**config.mk**
```make
export PLATFORM = sky130hd
export DESIGN_NAME = oam_buffer
export DESIGN_NICKNAME = d
export VERILOG_FILES = /design/src/rtl/oam_buffer.sv
export SDC_FILE = /design/constraint.sdc
export NUM_CORES = 1
export LEC_CHECK = 0
export ABC_CLOCK_PERIOD_IN_PS = 2800
export CELL_PAD_IN_SITES_DETAIL_PLACEMENT = 1
export CELL_PAD_IN_SITES_GLOBAL_PLACEMENT = 1
export CORE_AREA = 2 2 202 204
export DETAILED_ROUTE_END_ITERATION = 6
export DIE_AREA = 0 0 204 206
export PLACE_DENSITY = 0.82
export SLEW_MARGIN = 10
export SYNTH_ARGS = -nofsm -noshare
export SYNTH_HDL_FRONTEND = slang
export SYNTH_SLANG_ARGS = --single-unit
```
**constraint.sdc**
```tcl
create_clock -name clk -period 2.8 [get_ports clk]
set_clock_uncertainty 0.15 [all_clocks]
set_input_delay 0.56 -clock clk [delete_from_list [all_inputs] [get_ports clk]]
set_output_delay 0.56 -clock clk [all_outputs]
set_load 0.005 [all_outputs]
```
**src/rtl/oam_buffer.sv**
```systemverilog
// Double-buffered sprite attribute memory: game logic fills the back bank,
// the object engine reads the front bank, and a commit copies back to front at vblank.
module oam_buffer #(
  parameter int OAM_WIDTH   = 32,
  parameter int OAM_DEPTH   = 8,
  parameter int V_SWAP_LINE = 480
) (
  input  logic                 clk,
  input  logic                 rst_n,
  input  logic [9:0]           y,
  input  logic [2:0]           oam_addr,
  output logic [OAM_WIDTH-1:0] oam_data,
  input  logic                 wr_valid,
  output logic                 wr_ready,
  input  logic [2:0]           wr_addr,
  input  logic [OAM_WIDTH-1:0] wr_data,
  input  logic                 clear_req,
  input  logic                 commit_req,
  output logic                 commit_pending,
  output logic                 frame_tick,
  output logic [7:0]           swap_count
);

  localparam logic [9:0] SWAP_Y = 10'(V_SWAP_LINE);
  localparam int         EN_BIT = OAM_WIDTH - 1;

  logic [OAM_WIDTH-1:0] front_q [OAM_DEPTH];
  logic [OAM_WIDTH-1:0] front_d [OAM_DEPTH];
  logic [OAM_WIDTH-1:0] back_q  [OAM_DEPTH];
  logic [OAM_WIDTH-1:0] back_d  [OAM_DEPTH];

  logic       commit_pending_q, commit_pending_d;
  logic       frame_tick_q, frame_tick_d;
  logic [7:0] swap_count_q, swap_count_d;
  logic       y_match_q, y_match_d;

  logic y_hit;
  logic vb_start;
  logic wr_fire;
  logic swap;

  always_comb begin
    y_hit    = (y == SWAP_Y);
    vb_start = y_hit & ~y_match_q;
    // Blocking writes on vb_start keeps the copy a clean snapshot.
    wr_ready = rst_n & ~vb_start;
    wr_fire  = wr_valid & wr_ready;
    swap     = vb_start & (commit_pending_q | commit_req);
  end

  always_comb begin
    back_d = back_q;
    if (clear_req) begin
      for (int i = 0; i < OAM_DEPTH; i++) begin
        back_d[i][EN_BIT] = 1'b0;
      end
    end
    if (wr_fire) begin
      back_d[wr_addr] = wr_data;
    end
  end

  always_comb begin
    front_d = front_q;
    if (swap) begin
      front_d = back_q;
    end
  end

  always_comb begin
    commit_pending_d = swap ? 1'b0 : (commit_pending_q | commit_req);
    frame_tick_d     = swap;
    swap_count_d     = swap_count_q + {7'd0, swap};
    y_match_d        = y_hit;
  end

  always_ff @(posedge clk) begin
    if (!rst_n) begin
      for (int i = 0; i < OAM_DEPTH; i++) begin
        front_q[i] <= '0;
        back_q[i]  <= '0;
      end
      commit_pending_q <= 1'b0;
      frame_tick_q     <= 1'b0;
      swap_count_q     <= 8'd0;
      y_match_q        <= 1'b0;
    end else begin
      for (int i = 0; i < OAM_DEPTH; i++) begin
        front_q[i] <= front_d[i];
        back_q[i]  <= back_d[i];
      end
      commit_pending_q <= commit_pending_d;
      frame_tick_q     <= frame_tick_d;
      swap_count_q     <= swap_count_d;
      y_match_q        <= y_match_d;
    end
  end

  assign oam_data       = front_q[oam_addr];
  assign commit_pending = commit_pending_q;
  assign frame_tick     = frame_tick_q;
  assign swap_count     = swap_count_q;

endmodule

```
==> impl_metrics.csv <==
group,metric,value,unit
run_status,status,"completed",
cells_and_area,fin_util,59.1,%
route,avgRoutedWirePerCell,24.5,um
worst_setup_path,crit_chain,"buf_16 -> buf_16 -> buf_4 -> mux4_2 -> mux2_4 -> dlygate4sd2_1",
timing,period_share,99.5,%
route,drtAntennaViolNets,0,
route,via_count,13500,
timing,timing.final.ws_setup,0.0154,ns
global_routing,grt_max_degree,102,
timing,fin_setup_tns,0,ns
worst_setup_path,start_kind,"input pin",
placed_design,dp_slack,-0.227,ns
pwr,switching_share,22.0,%
logic_synthesis,synth_area_per_cell,12.0,sq um
route,wl,56800,um
timing,min_period,2.78,ns
cells_and_area,stdcell_area,23700,sq um
worst_setup_path,rr_startpoint,"y_match_q",
worst_setup_path,crit_family,"multiplexers",
worst_setup_path,endpoint,"oam_data[29]",
logic_synthesis,synth_cells,1602,
route,drtPass1Iterations,5,
timing,slew_headroom,39.4,%
timing,max_freq,0.359,GHz
worst_setup_path,slowest_delay,0.50,ns
worst_setup_path,crit_required,2.09,ns
clock_network,numCtsBuffers,53,
logic_synthesis,yosys_warnings,0,
placed_design,gp_congestion,0.740,
cells_and_area,drive_gt1_share,18.3,%
floorplan,row_count,74,
cells_and_area,final_common_cell,"dfxtp_1",
pwr,clkPwrFrac,47.3,%
worst_setup_path,reg2reg_slack,0.53,ns
timing,hold_viol,0,
worst_setup_path,rr_worst_depth,6,
worst_setup_path,path_depth,6,
logic_synthesis,synth_fp_nets,1657,
clock_network,cts-root-buf,"clkbuf_16",
global_routing,overflow,0,
logic_synthesis,yosysSeqAreaShare,54.4,%
floorplan,start_util,47.9,%
clock_network,h-tree-depth,2,
cells_and_area,nNetsFinal,1803,
logic_synthesis,ys_seq_elements,523,
pwr,p_per_area,659,nW/um^2
min_path,hp-class,"input pin to flop",
clock_network,clk_pin_slew_worst_paths,0.06,ns
timing,worstMarginPinSlew,0.906,ns
min_path,min_path_cells,3,
pwr,p_total,0.0156,W
pwr,p_sw,0.00344,W
floorplan,coreArea,40200,sq um
logic_synthesis,syn_area,19200,sq um
worst_setup_path,worstSetupEndpointType,"output port",
route,route.detailed.drc,0,
clock_network,clk_path_buf_depth,3,
worst_setup_path,path_class,"input pin to output port",
global_routing,gr-usage-all-layers,27.5,%
worst_setup_path,crit_buf_inv,4,
floorplan,dieArea,42000,sq um
min_path,min_from,"rst_n",
worst_setup_path,critPathArrivalTime,2.07,ns
clock_network,clk_latency,0.58,ns
global_routing,grt_pass1_wl,89400,um
placed_design,dp_hpwl,30700,um
worst_setup_path,slowest_stage,"mux4_2",
cells_and_area,antennaDiodeCount,0,
run,drv_cap,0,
route,drt_iter0_drc,808,
global_routing,grt_pass1_vias,15200,
route,via_per_inst,5.84,
timing,rsz0062_at_grt,"yes",
pwr,seqPwrFrac,48.1,%
clock_network,cts_tree,"built",
pwr,internal-power,0.0122,W
global_routing,grt_antenna_before_repair,0,
floorplan,die-width,204,um
floorplan,io_pins,96,
timing,slew_violations,0,
logic_synthesis,ys_types,29,
pwr,ir_worst_vdd,0.513,mV
worst_setup_path,crit_start,"oam_addr[0]",
cells_and_area,area_delta_synth_final,23.4,%
placed_design,placement.io_buffers,95,
floorplan,die_y,206,um
pwr,p_leak,8.86,nW
worst_setup_path,crit_path_frequent_cell,"buf_16",
placed_design,postPlaceCellArea,21400,sq um
timing,setup_viol,0,
clock_network,cts_sinks,523,
cells_and_area,layout_common_cells,"dfxtp_1 (523), nand2_1 (282), a22o_1 (256), mux2i_1 (256), buf_4 (78)",
pwr,pwr-share-comb,4.7,%
worst_setup_path,crit_fanout,7,
-- area by class of cell --
cell class / instances / area (sq um)
multi-input cells: 944 / 8160
flip-flops and latches: 523 / 10500
clock inverters: 18 / 277
inverters: 1 / 3.75
repair buffers: 225 / 2640
well taps: 532 / 666
fillers: 3995 / 16500
clock buffers: 74 / 1520
-- synthesized netlist by cell type --
cell      count  area, sq um
dfxtp_1     523        10500
nand2_1     282         1060
a22o_1      256         2240
mux2i_1     256         2560
mux4_2       64         1440
buf_2        55          275
clkbuf_1     43          161
buf_4        35          263
mux2_2       32          360
nand3b_1     10         75.1
nor2_1        7         26.3
nor3_2        7         70.1
nand3_1       5         25.0
xor2_1        4         35.0
and2_1        3         18.8
and3_1        3         18.8
ha_1          2         25.0
nand2b_1      2         12.5
nor3_1        2         10.0
xnor2_1       2         17.5
a21oi_1       1         5.00
buf_1         1         3.75
inv_2         1         3.75
nand4b_1      1         8.76
nor3b_1       1         7.51
nor4_2        1         12.5
nor4b_2       1         15.0
or2_2         1         6.26
or3_1         1         6.26
-- per-layer routing --
layer,up-vias,track usage (%),wire (um)
li1,6096,-,-
met4,0,11.4,2130
met2,318,49.4,29500
met1,6978,32.7,23100
met3,144,4.13,2140
met5,-,0,0
-- power groups by stage --
| stage | Sequential [W] | Clock (W) | Combinational, W |
|---|---|---|---|
| after floorplan | 0.00767 | 0 | 0.000340 |
| after global placement | 0.00768 | 0 | 0.000605 |
| after detailed placement | 0.00768 | 0 | 0.000618 |
| after CTS | 0.00752 | 0.00743 | 0.000709 |
| after global routing | 0.00752 | 0.00778 | 0.000771 |
| final | 0.00752 | 0.00739 | 0.000734 |
-- worst min path at each step --
stage | to
after global placement | flop
after global routing | flop
final | flop
after floorplan | flop
after detailed placement | flop
after CTS | flop
-- stage by stage --
step,cells,hold slack (ns)
global route,2317,0.192
CTS,2306,0.172
finish,2317,0.191
global placement,2177,0.291
floorplan,1602,0.284
detailed placement,2177,0.299
-- kinds of logic after synthesis --
group                      after synthesis  share of synthesized area, %
DFF                                    523                          54.4
muxes                                  352                          22.7
and+or+nand+nor                        327                          7.13
AOI/OAI and AO/OA                      257                          11.7
buffers and inverters                  135                          3.67
xor gates and xnor gates                 6                         0.273
adders and majority gates                2                         0.130
-- tightest hold or removal path, stage by stage --
cell and delay [ns]:
buf_8 0.16, nand2_1 0.08, mux2i_1 0.05
-- what timing repair did --
action,4_1_cts,5_1_grt
endpoints found under the setup margin,33,5
hold buffers,0,0
resized for setup,58,1
endpoints found under the hold margin,0,0
buffers inserted,31,11
cloned,6,0
pin swaps,1,0
(Power assumes the default switching activity.)
